==> src/rtl/alu_cmd_sequencer.sv <==
// Command FIFO and issue sequencer in front of the ALU: pops queued byte-wide commands, runs each
// for two enabled cycles, then captures alu_out/alu_irq onto a valid/ready response port.
module alu_cmd_sequencer #(
  parameter int DEPTH = 4,
  parameter int CNT_W = 3
) (
  input  logic             alu_clk,
  input  logic             rst_n,
  input  logic             cmd_valid,
  output logic             cmd_ready,
  input  logic             cmd_bank,
  input  logic [1:0]       cmd_op,
  input  logic [7:0]       cmd_a,
  input  logic [7:0]       cmd_b,
  input  logic             cmd_irq_clr,
  input  logic             flush,
  output logic             rsp_valid,
  input  logic             rsp_ready,
  output logic [7:0]       rsp_data,
  output logic             rsp_irq,
  output logic             busy,
  output logic [CNT_W-1:0] fifo_count,
  output logic             alu_enable,
  output logic             alu_enable_a,
  output logic             alu_enable_b,
  output logic [1:0]       alu_op_a,
  output logic [1:0]       alu_op_b,
  output logic [7:0]       alu_in_a,
  output logic [7:0]       alu_in_b,
  output logic             alu_irq_clr,
  input  logic [7:0]       alu_out,
  input  logic             alu_irq
);

  localparam int PTR_W = (DEPTH > 1) ? $clog2(DEPTH) : 1;

  typedef struct packed {
    logic       bank;
    logic [1:0] op;
    logic [7:0] a;
    logic [7:0] b;
    logic       irq_clr;
  } cmd_t;

  typedef enum logic [2:0] {
    S_IDLE,
    S_ISSUE,
    S_PUSH,
    S_CAPTURE,
    S_RSP
  } state_t;

  state_t           state, state_nxt;
  cmd_t             mem [DEPTH];
  cmd_t             cur;
  logic [PTR_W-1:0] wr_ptr, rd_ptr;
  logic             full, empty, push, pop;

  assign full  = (fifo_count == CNT_W'(DEPTH));
  assign empty = (fifo_count == '0);

  // Ready is deliberately blind to a same-cycle pop, so a full FIFO stalls one extra cycle.
  assign cmd_ready = !full && !flush;
  assign push      = cmd_valid && cmd_ready;
  assign busy      = (state != S_IDLE) || !empty;

  always_comb begin
    state_nxt = state;
    pop       = 1'b0;
    unique case (state)
      S_IDLE: begin
        if (!empty) begin
          pop       = 1'b1;
          state_nxt = S_ISSUE;
        end
      end
      S_ISSUE:   state_nxt = S_PUSH;
      S_PUSH:    state_nxt = S_CAPTURE;
      S_CAPTURE: state_nxt = S_RSP;
      S_RSP: begin
        if (rsp_ready) begin
          if (!empty) begin
            pop       = 1'b1;
            state_nxt = S_ISSUE;
          end else begin
            state_nxt = S_IDLE;
          end
        end
      end
      default: state_nxt = S_IDLE;
    endcase
    if (flush) begin
      pop       = 1'b0;
      state_nxt = S_IDLE;
    end
  end

  always_ff @(posedge alu_clk or negedge rst_n) begin
    if (!rst_n) begin
      state <= S_IDLE;
      cur   <= '0;
    end else begin
      state <= state_nxt;
      if (pop) cur <= mem[rd_ptr];
    end
  end

  always_ff @(posedge alu_clk) begin
    if (push) mem[wr_ptr] <= '{bank: cmd_bank, op: cmd_op, a: cmd_a, b: cmd_b, irq_clr: cmd_irq_clr};
  end

  always_ff @(posedge alu_clk or negedge rst_n) begin
    if (!rst_n) begin
      wr_ptr     <= '0;
      rd_ptr     <= '0;
      fifo_count <= '0;
    end else if (flush) begin
      wr_ptr     <= '0;
      rd_ptr     <= '0;
      fifo_count <= '0;
    end else begin
      if (push) wr_ptr <= wr_ptr + PTR_W'(1);
      if (pop)  rd_ptr <= rd_ptr + PTR_W'(1);
      unique case ({push, pop})
        2'b10:   fifo_count <= fifo_count + CNT_W'(1);
        2'b01:   fifo_count <= fifo_count - CNT_W'(1);
        default: fifo_count <= fifo_count;
      endcase
    end
  end

  always_ff @(posedge alu_clk or negedge rst_n) begin
    if (!rst_n) begin
      rsp_valid <= 1'b0;
      rsp_data  <= '0;
      rsp_irq   <= 1'b0;
    end else if (flush) begin
      rsp_valid <= 1'b0;
    end else if (state == S_CAPTURE) begin
      rsp_valid <= 1'b1;
      rsp_data  <= alu_out;
      rsp_irq   <= alu_irq;
    end else if (state == S_RSP && rsp_ready) begin
      rsp_valid <= 1'b0;
    end
  end

  // Opcode/operand pins follow cur, which only changes on a pop, so they hold between commands.
  assign alu_enable   = (state == S_ISSUE) || (state == S_PUSH);
  assign alu_enable_a = alu_enable && !cur.bank;
  assign alu_enable_b = alu_enable && cur.bank;
  assign alu_op_a     = cur.op;
  assign alu_op_b     = cur.op;
  assign alu_in_a     = cur.a;
  assign alu_in_b     = cur.b;
  assign alu_irq_clr  = (state == S_PUSH) && cur.irq_clr;

endmodule

==> config.mk <==
export PLATFORM = sky130hd
export DESIGN_NAME = alu_cmd_sequencer
export DESIGN_NICKNAME = d
export VERILOG_FILES = /design/src/rtl/alu_cmd_sequencer.sv
export SDC_FILE = /design/constraint.sdc
export NUM_CORES = 1
export LEC_CHECK = 0
export CORE_MARGIN = 3
export CORE_UTILIZATION = 49
export CTS_BUF_LIST = sky130_fd_sc_hd__clkbuf_8
export CTS_CLUSTER_DIAMETER = 80
export DETAILED_ROUTE_END_ITERATION = 8
export DONT_BUFFER_PORTS = 1
export GPL_TIMING_DRIVEN = 0
export RECOVER_POWER = 25
export SLEW_MARGIN = 40
export SYNTH_ARGS = -nofsm -noshare
export SYNTH_HDL_FRONTEND = slang
export SYNTH_SLANG_ARGS = --single-unit
export TNS_END_PERCENT = 30
==> constraint.sdc <==
create_clock -name alu_clk -period 5.2 [get_ports alu_clk]
set_input_delay 0.52 -clock alu_clk [delete_from_list [all_inputs] [get_ports alu_clk]]
set_output_delay 0.52 -clock alu_clk [all_outputs]
set_load 0.02 [all_outputs]
# Word level (Yosys, flattened, before mapping)
# Memories as Yosys holds them, arrays and structs flattened. A register that Yosys moved wholly into a read port is not among the register bits.
# Cells that the tools add are included.
word_totals:
  memories: 1
  ramBits: 80
  out_inout_bits: 39
  wordCells: 64
  ff_bits: 20
mem_list:
  columns: ["name", "words", "word_bits", "rd", "rd_ports_with_merged_regs", "wr", "line_no", "text"]
  rows:
  - ["mem", 4, 20, 1, 1, 1, "54", "cmd_t mem [DEPTH];"]
classes:
  reduce_logical: 22
  muxes: 20
  bitwise_logic: 1
  eq_ne: 9
  addsub: 4
op_table:
  columns: ["operator", "count"]
  rows:
  - ["3-bit case mux with 5 select lines", 1]
  - ["3-bit two-way mux", 4]
  - ["1-bit two-way mux", 9]
  - ["3-bit nonzero test", 3]
  - ["2-bit two-way mux", 4]
  - ["3-bit by 2-bit == test with 1-bit output (second input constant)", 2]
  - ["3-bit == test (second input constant)", 2]
  - ["1-bit logical AND", 6]
  - ["3-bit logical NOT", 2]
  - ["3-bit inequality test (second input constant)", 2]
  - ["3-bit case mux with 2 select lines", 1]
  - ["1-bit logical NOT", 5]
  - ["2-bit by 1-bit adder with 2-bit output (second input constant)", 2]
  - ["2-bit AND reduction", 2]
  - ["2-bit nonzero test", 2]
  - ["3-bit by 1-bit adder with 3-bit output (second input constant)", 1]
  - ["3-bit by 1-bit == test with 1-bit output (second input constant)", 1]
  - ["3-bit by 1-bit subtractor with 3-bit output (second input constant)", 1]
  - ["2-bit by 1-bit == test with 1-bit output (second input constant)", 1]
  - ["2-bit == test (second input constant)", 1]
  - ["1-bit logical OR", 2]
  - ["1-bit case mux with 2 select lines", 1]
  - ["1-bit NOT", 1]

# Logic depth before layout (Yosys ltp)
logic_depth:
  ltp_word: 8
  mapped_depth: 8

# Worst setup path after synthesis
# OpenSTA, ideal clock, no wires.
synth_timing:
  path_type: "register to register"
  startpoint: "reg fifo_count[2]"
  endpoint: "reg fifo_count[2]"
  arrival_ps: 2289
  synth_period_minus_slack_ps: 2361
  slack_ps: 2839
  setup_time_ps: 72
  path_stages_with_launch: 9
  path_cell_list: "dfrtp_1 > nor3b_2 > nor3b_2 > buf_2 > nor3_1 > fa_1 > nor2_1 > or4b_1 > nand4b_1"
synth_via:
  elab_chain_cells: 8
synth_rtl:
  columns: ["element", "line_no", "text"]
  rows:
  - ["from (decl)", "22", "output logic [CNT_W-1:0] fifo_count,"]
  - ["from (signal assigned)", "125", "2'b10: fifo_count <= fifo_count + CNT_W'(1);"]
  - ["from (signal assigned)", "126", "2'b01: fifo_count <= fifo_count - CNT_W'(1);"]
  - ["from (signal assigned)", "127", "default: fifo_count <= fifo_count;"]
  - ["3-bit logical NOT", "60", "assign empty = (fifo_count == '0);"]
  - ["1-bit two-way mux", "72, 82", null]
  - ["1-bit two-way mux", "81", "if (rsp_ready) begin"]
  - ["1-bit case mux with 2 select lines", "70", "unique case (state)"]
  - ["1-bit two-way mux", "92", "if (flush) begin"]
  - ["2-bit by 1-bit == test with 1-bit output or 2-bit == test (tied branches)", "124", "unique case ({push, pop})"]
  - ["3-bit case mux with 2 select lines", "124", null]
  - ["3-bit two-way mux", "117", "end else if (flush) begin"]
# Parallel ways exist; a longest one is shown, timed or not.
# A chain may end at the register's enable or synchronous reset.

# Worst setup path in the final report
# Ends and elaborated chain as after synthesis.

==> metrics.txt <==
# TYPE chip_impl_metric gauge
chip_impl_metric{name="synthesis.yosys.warnings",unit=""} 0
chip_impl_info{name="worst_path_dominant_cell_family",value="simple AND/OR/NAND/NOR gates"} 1
chip_impl_info{name="rsz0062_at_grt",value="no"} 1
chip_impl_metric{name="area_growth",unit="%"} 12.1
chip_impl_info{name="critPathCaptureType",value="flip-flop"} 1
chip_impl_metric{name="mappedNetlistNets",unit=""} 303
chip_impl_metric{name="first_global_vias",unit=""} 2451
chip_impl_metric{name="post_synth_and_or_nand_nor_area_fraction",unit="%"} 5.67
chip_impl_metric{name="synthXorXnorAreaFrac",unit="%"} 1.02
chip_impl_metric{name="worst-path-max-fanout",unit=""} 10
chip_impl_metric{name="path_clk_slew",unit="ps"} 70
chip_impl_metric{name="numCtsBuffers",unit=""} 17
chip_impl_metric{name="post_drt_wl_per_cell",unit="microns"} 19.3
chip_impl_metric{name="ys_seq_area_share",unit="%"} 67.6
chip_impl_metric{name="worst-endpoint-arrival",unit="ps"} 2960
chip_impl_metric{name="setup_tns",unit="ps"} 0
chip_impl_metric{name="timing.final.max_slew_violations",unit=""} 0
chip_impl_metric{name="antenna_found_initial",unit=""} 0
chip_impl_metric{name="power-per-cell-area",unit="mW/mm^2"} 540
chip_impl_metric{name="timing.critical_path.slowest_cell_delay",unit="ps"} 510
chip_impl_info{name="leading_post_synthesis_cells_by_cell_area",value="sky130_fd_sc_hd__edfxtp_1, sky130_fd_sc_hd__dfrtp_1, sky130_fd_sc_hd__mux4_1"} 1
chip_impl_metric{name="worstPathBufferInverterCount",unit=""} 1
chip_impl_metric{name="finClkSkew",unit="ps"} 14.3
chip_impl_metric{name="grt-ovfl-total",unit=""} 0
chip_impl_metric{name="io-pin-count",unit=""} 73
chip_impl_metric{name="cell_row_count",unit=""} 36
chip_impl_metric{name="placement.setup.worst_slack",unit="ps"} 2600
chip_impl_metric{name="worst_ep_required_time",unit="ps"} 5540
chip_impl_metric{name="die_y",unit="microns"} 107
chip_impl_metric{name="synth.ff_latch_count",unit=""} 120
chip_impl_metric{name="fmax",unit="GHz"} 0.383
chip_impl_info{name="start_kind",value="flip-flop"} 1
chip_impl_info{name="path_cells",value="nor3b_2 -> nor3b_2 -> buf_2 -> nor3_1 -> fa_1 -> nor2_1 -> or4b_1 -> nand4b_1"} 1
chip_impl_info{name="timing.critical_path.mode_cell",value="sky130_fd_sc_hd__nor3b_2"} 1
chip_impl_metric{name="dpl_cell_area",unit="sq mm"} 0.00521
chip_impl_metric{name="dieArea",unit="sq mm"} 0.0115
chip_impl_metric{name="remaining_drc_errors",unit=""} 0
chip_impl_info{name="netlist.top_cell.by_area",value="sky130_fd_sc_hd__edfxtp_1"} 1
chip_impl_metric{name="x_dimension_of_the_die",unit="microns"} 107
chip_impl_metric{name="slew_headroom",unit="%"} 61.2
chip_impl_metric{name="cts.sinks",unit=""} 120
chip_impl_metric{name="ys_types",unit=""} 42
chip_impl_info{name="cell_at_the_root_of_the_clock_tree",value="sky130_fd_sc_hd__clkbuf_8"} 1
chip_impl_metric{name="global_route.usage.total",unit="%"} 15.5
chip_impl_metric{name="maximum_number_of_pins_on_one_net_before_global_route_repair",unit=""} 41
chip_impl_info{name="worst_min_delay_path_category",value="in2reg"} 1
chip_impl_metric{name="vdd.ir_drop.worst",unit="uV"} 253
chip_impl_metric{name="synth.top_cell.area_share",unit="%"} 47.7
chip_impl_metric{name="netlist_instances",unit=""} 264
chip_impl_metric{name="first_pass_iters",unit=""} 4
chip_impl_metric{name="yosys-mux-area-fraction",unit="%"} 18.3
chip_impl_metric{name="route.antenna.remaining_nets",unit=""} 0
chip_impl_metric{name="layout.cell_area.non_filler",unit="sq mm"} 0.00564
chip_impl_metric{name="p_leak",unit="nW"} 2.11
chip_impl_metric{name="cts_htree_levels",unit=""} 4
chip_impl_metric{name="fin_crit_sh",unit="%"} 50.2
chip_impl_metric{name="post_route_cells_drive_above_1_share",unit="%"} 36.2
chip_impl_metric{name="cts_max_path_buffers",unit=""} 2
chip_impl_info{name="timing.setup.critical_path_class",value="reg2reg"} 1
chip_impl_metric{name="post-dp-hpwl",unit="mm"} 5.06
chip_impl_metric{name="final_nets",unit=""} 324
chip_impl_info{name="critPathSlowestCell",value="sky130_fd_sc_hd__dfrtp_1"} 1
chip_impl_metric{name="clkLatencyLatePin",unit="ps"} 420
chip_impl_info{name="run_status",value="completed"} 1
chip_impl_metric{name="nFillCells",unit=""} 721
chip_impl_metric{name="grt_first_pass_wirelength",unit="mm"} 13.1
chip_impl_metric{name="gp_congestion",unit=""} 0.715
chip_impl_metric{name="setup_viol",unit=""} 0
chip_impl_metric{name="synthAdderAreaFrac",unit="%"} 1.39
chip_impl_info{name="main_combinational_cell_family_by_area_after_synthesis",value="multiplexers"} 1
chip_impl_metric{name="post_synth.cell_area_avg",unit="sq um"} 19.1
chip_impl_metric{name="final.hold.worst_slack",unit="ps"} 194
chip_impl_metric{name="core_area",unit="sq mm"} 0.00986
chip_impl_metric{name="initial_core_util",unit="%"} 51.0
chip_impl_metric{name="routed-via-count",unit=""} 2277
chip_impl_metric{name="detail_route.iter0.violations",unit=""} 103
chip_impl_info{name="tritoncts",value="done"} 1
chip_impl_metric{name="setup_ws",unit="ps"} 2590
chip_impl_metric{name="pin_slew_with_the_least_headroom_to_its_limit",unit="ps"} 582
chip_impl_metric{name="hold_viol",unit=""} 0
chip_impl_metric{name="num_antenna_cells",unit=""} 0
chip_impl_metric{name="netlist_area_before_placement",unit="sq mm"} 0.00503
chip_impl_metric{name="finalCoreUtilization",unit="%"} 57.2
chip_impl_metric{name="synth_compound_area_share",unit="%"} 0.795
chip_impl_metric{name="via_per_inst",unit=""} 5.28
chip_impl_metric{name="min_period",unit="ps"} 2610
chip_impl_metric{name="port_buffers",unit=""} 0
chip_impl_metric{name="routed_wl",unit="mm"} 8.31
chip_impl_metric{name="number_of_max_capacitance_violations_reported",unit=""} 0
[path summary, 6_finish.rpt]
check	start	endpoint	slack, ps	depth (start not counted)
max	fifo_count[2]	fifo_count[2]	2590	8
min	cmd_a[5]	mem[3][14]	190	0
max reg2reg	fifo_count[2]	fifo_count[2]	2590	8
min reg2reg	alu_in_b[7]	alu_in_b[7]	510	1
max in group asynchronous	rst_n	alu_in_b[2]	4370	2
min in group asynchronous	rst_n	fifo_count[0]	600	2
[through the flow]
stage	cells	power [mW]
floorplan	264	2.11
CTS	431	3.09
finish	431	3.05
global route	431	3.20
global placement	397	2.23
detailed placement	397	2.25
[layout by cell type (no fill, tap or decap), types with 2 or more instances in the layout]
cell type                    Yosys  layout
sky130_fd_sc_hd__xor2_1          3       3
sky130_fd_sc_hd__and2_2          0       4
sky130_fd_sc_hd__mux4_1         13      13
sky130_fd_sc_hd__clkinv_4        0       3
sky130_fd_sc_hd__clkinvlp_4      0       2
sky130_fd_sc_hd__mux2_2         10      10
sky130_fd_sc_hd__a21oi_1         5       5
sky130_fd_sc_hd__nor2b_1         2       2
sky130_fd_sc_hd__ha_1            4       4
sky130_fd_sc_hd__clkbuf_8        2      19
sky130_fd_sc_hd__edfxtp_1       80      80
sky130_fd_sc_hd__nand3b_1        3       3
sky130_fd_sc_hd__buf_6           5       5
sky130_fd_sc_hd__nand2_1         2       2
sky130_fd_sc_hd__buf_4          20      20
sky130_fd_sc_hd__mux2_4         20      20
sky130_fd_sc_hd__clkinv_2        0       3
sky130_fd_sc_hd__nand3_1         2       2
sky130_fd_sc_hd__nor3b_2         2       2
sky130_fd_sc_hd__bufinv_16       0       3
sky130_fd_sc_hd__dfrtp_1        40      40
sky130_fd_sc_hd__nor3_1          2       2
sky130_fd_sc_hd__nand2b_1        3       3
sky130_fd_sc_hd__inv_1           5       6
sky130_fd_sc_hd__mux4_2          7       7
sky130_fd_sc_hd__nor2_4          2       2
sky130_fd_sc_hd__nor2_1          9       9
sky130_fd_sc_hd__clkinv_1        0       3
[power by group]
part / internal (mW) / switching (mW)
Sequential: 1.20 / 0.166
Combinational: 0.450 / 0.405
Clock: 0.466 / 0.360
Total: 2.12 / 0.932
[Yosys cell counts (all sizes together)]
| cell | n |
|---|---|
| ha | 4 |
| or2b | 1 |
| xnor2 | 1 |
| inv | 5 |
| a21oi | 5 |
| and2 | 4 |
| nor4b | 1 |
| nor2 | 12 |
| nor3b | 3 |
| edfxtp | 80 |
| nand3b | 3 |
| or3 | 1 |
| nand2b | 3 |
| o31ai | 1 |
| clkbuf | 3 |
| dfrtp | 40 |
| nor2b | 2 |
| mux2i | 1 |
| mux4 | 20 |
| and3 | 1 |
| nand2 | 2 |
| nor4 | 1 |
| buf | 26 |
| mux2 | 30 |
| nand4 | 1 |
| nand3 | 3 |
| o211ai | 1 |
| fa | 1 |
| or4b | 1 |
| xor2 | 4 |
| nor3 | 2 |
| nand4b | 1 |
[what timing repair did]
action | 4_1_cts | 5_1_grt
endpoints found under the hold margin | 40 | 0
resized for setup | 0 | 0
buffers inserted | 0 | 0
hold buffers | 2 | 0
endpoints found under the setup margin | 0 | 0
[cell type report]
cell class | count | area, sq um | share of cell area, %
repair buffers | 2 | 37.5 | 0.665
flip-flops and latches | 120 | 3400 | 60.3
well taps | 133 | 166 | 2.95
inverters | 5 | 18.8 | 0.333
multi-input cells | 110 | 1380 | 24.5
plain buffers | 29 | 243 | 4.30
clock inverters | 15 | 161 | 2.86
clock buffers | 17 | 234 | 4.15
[layer usage]
layer / wire [microns] / track usage, % / part of all wire (%)
met5: 0 / 0 / 0
met4: 79 / 5.14 / 0.95
met3: 500 / 5.82 / 6.0
met2: 4000 / 24.2 / 48
met1: 3730 / 20.2 / 45
[kinds of logic after synthesis]
family                     after synthesis
adders and majority gates                5
buffers and inverters                   34
AOI/OAI and AO/OA                        7
muxes                                   51
DFF                                    120
and+or+nand+nor                         42
xor gates and xnor gates                 5
[flip-flops by register name, summed over array words and instances (netlist names)]
name        cells
mem            80
alu_in_a        8
alu_in_b        8
rsp_data        8
fifo_count      3
state           3
alu_op_a        2
cur             2
rd_ptr          2
wr_ptr          2
rsp_irq         1
rsp_valid       1
Note: power is estimated with default switching activity, not from simulation.
==> RTL edit (same settings) <==
Register the inputs `cmd_irq_clr` and `alu_irq` before use, with the module's reset. The logic sees them one clock later. The other inputs are not delayed to match. Comments in the files are not updated.
--- a/src/rtl/alu_cmd_sequencer.sv
+++ b/src/rtl/alu_cmd_sequencer.sv
@@ -50,4 +50,17 @@
     S_RSP
   } state_t;
+
+  logic cmd_irq_clr_q;
+  logic alu_irq_q;
+
+  always_ff @(posedge alu_clk or negedge rst_n) begin
+    if (!rst_n) begin
+      cmd_irq_clr_q <= '0;
+      alu_irq_q     <= '0;
+    end else begin
+      cmd_irq_clr_q <= cmd_irq_clr;
+      alu_irq_q     <= alu_irq;
+    end
+  end
 
   state_t           state, state_nxt;
@@ -107,5 +120,5 @@
 
   always_ff @(posedge alu_clk) begin
-    if (push) mem[wr_ptr] <= '{bank: cmd_bank, op: cmd_op, a: cmd_a, b: cmd_b, irq_clr: cmd_irq_clr};
+    if (push) mem[wr_ptr] <= '{bank: cmd_bank, op: cmd_op, a: cmd_a, b: cmd_b, irq_clr: cmd_irq_clr_q};
   end
 
@@ -140,5 +153,5 @@
       rsp_valid <= 1'b1;
       rsp_data  <= alu_out;
-      rsp_irq   <= alu_irq;
+      rsp_irq   <= alu_irq_q;
     end else if (state == S_RSP && rsp_ready) begin
       rsp_valid <= 1'b0;
Check against the original RTL: not equivalent (a bounded check fails within 4 cycles, from zero or initial values and one cycle with rst_n low).
==> RTL edit against the unedited design <==
Hold slack got worse by 0.063 ns. Design area rose by 1.3%. Non-clock buffer count unchanged. Setup slack got worse by 0.044 ns. Power rose by 2.0%. Critical endpoint unchanged. First-iteration DRC count decreased by 3.9%. Combinational power is 0.5% lower. Utilization up 0.46 points. Sequential cell count rose by 2. Routed wire length decreased by 0.90%. Synthesized area rose by 0.99%. Via count fell by 0.88%.
==> RTL edit: results (changes against the unedited design) <==
| Metric | Value |
|---|---|
| Status | completed |
| Crit-path slowest cell | dfrtp_1 |
| Avg Cell Area, Syn | 19.11 um^2 (+0.23%) |
| Worst Path Max Fanout | 10 (unchanged) |
| Critical path arrival | 3.00 ns (+0.04 ns) |
| Xor/xnor share of the synthesized area | 1.009% (-0.010 points) |
| Post-Place Setup Slack | 2.578 ns (-0.02024 ns) |
| Vias in the first global route | 2445 (-0.24%) |
| Synth top area cells | edfxtp_1, dfrtp_1, mux4_1 |
| WL per Instance | 19.02 um (-1.4%) |
| IO buf count | 0 (unchanged) |
| Pin count of the biggest net entering global routing | 43 (+4.9%) |
| HPWL after DPL | 5.029 mm (-0.54%) |
| Net count after synthesis | 305 (+0.66%) |
| Worst vdd ir | 237.9 uV (-6.1%) |
| Nets | 326 (+0.62%) |
| Number of synthesized flops with an enable pin | 80 (unchanged) |
| Synth Area in Compound Gates | 0.7876% (-0.0078 points) |
| Drt via density | 5.212 (-1.3%) |
| Area delta synth->final | 12.43% |
| Yosys cell types | 42 (unchanged) |
| Slew headroom | 60.47% (-0.74 points) |
| Top post-synthesis cells by count | edfxtp_1, dfrtp_1, buf_4, mux2_4, mux4_1 |
| Fraction of layout cells with a size suffix above 1 | 35.67% (-0.57 points) |
| Max stage delay on crit path | 0.52 ns |
| Clk root buf | clkbuf_8 |
| Ys async rst share | 34.43% (+1.1 points) |
| Inserted Diodes | 0 (unchanged) |
| Worst-path clk slew | 0.07 ns (about the same) |
| Clock Skew | 0.01268 ns (-0.001653 ns) |
| Clk buf depth | 2 (unchanged) |
| Post-Synth Adder-Cell Area | 1.378% (-0.014 points) |
| Mux cell area share after synthesis | 18.14% (-0.18 points) |
| First-pass GRT wire length | 13.18 mm (+0.37%) |
| Post-synthesis sequential area ratio | 67.93% (+0.32 points) |
| Cells after DPL | 399 (+0.50%) |
| Leakage | 2.147 nW (+1.7%) |
| Yosys Warn Count | 0 (unchanged) |
| Worst Hold Class | in -> reg |
| Drt pass-1 iters | 4 (unchanged) |
| Clk_lat worst skew | 0.41 ns |
| Initial antenna violation count | 0 (unchanged) |
| Cell family with the largest share of critical-path delay | simple AND/OR/NAND/NOR gates |
| Post-CTS setup buffer count | 0 (unchanged) |
| Initial DRC count | 99 (-3.9%) |
| Placed Area | 5261 um^2 (+0.96%) |
| Drt total wl | 8.235 mm (-0.90%) |
| RD Place Congestion | 0.7570 (+5.9%) |
| Fillers | 758 (+5.1%) |
| Largest Register | mem |
| GR Util All Layers | 15.62% (+0.11 points) |
## RTL edit: cell count changes in the layout (fill, tap and decap cells not counted), sizes merged
cell / before / now
bufinv: 3 / 4
clkinvlp: 2 / 1
dfrtp: 40 / 42
## RTL edit: cell families (layout without fill, tap and decap cells)
kind of cell,count (synthesis),count (layout)
AOI/OAI and AO/OA,7,7
xor gates and xnor gates,5,5
adders and majority gates,5,5
buffers and inverters,34,68
DFF,122,122
muxes,51,51
and+or+nand+nor,42,42
## RTL edit: final cells by class
type | count | share of cell area [%]
clock buffer | 17 | 4.094
timing repair buffer | 2 | 0.6567
clock inverter | 15 | 3.196
inverter | 5 | 0.3284
buffer | 29 | 4.247
multi-input combinational | 110 | 24.15
tap | 133 | 2.912
sequential | 122 | 60.42
## RTL edit: report_power, final
group / internal, mW / switching [mW] / total, mW
Combinational: 0.449 / 0.402 / 0.851
Sequential: 1.22 / 0.170 / 1.39
Clock: 0.514 / 0.357 / 0.871
## RTL edit: layer usage
metal / global-route usage, % / vias up / part of all wire [%]
met5: 0 / - / 0
met4: 5.681 / 0 / 0.95
met3: 5.699 / 6 / 6.1
met2: 25.44 / 66 / 51
met1: 19.18 / 1144 / 42
li1: - / 1041 / -
## RTL edit: path summary, 6_finish.rpt
path	from	endpoint	slack, ns	depth (start not counted)
setup / recovery	fifo_count[2]$_DFFE_PN0P_	fifo_count[2]$_DFFE_PN0P_	2.54	8
hold reg to reg	alu_irq_q$_DFF_PN0_	rsp_irq$_DFFE_PN0P_	0.48	1
setup reg to reg	fifo_count[2]$_DFFE_PN0P_	fifo_count[2]$_DFFE_PN0P_	2.54	8
hold / removal	cmd_irq_clr	cmd_irq_clr_q$_DFF_PN0_	0.13	0
max in group asynchronous	rst_n	wr_ptr[1]$_DFFE_PN0P_	4.33	2
min in group asynchronous	rst_n	alu_in_b[4]$_DFFE_PN0P_	0.66	2
## RTL edit: timing repair
| action | in CTS | in global routing |
|---|---|---|
| gates resized for setup | 0 | 0 |
| hold buffers | 2 | 0 |
| hold endpoints to repair | 42 | 0 |
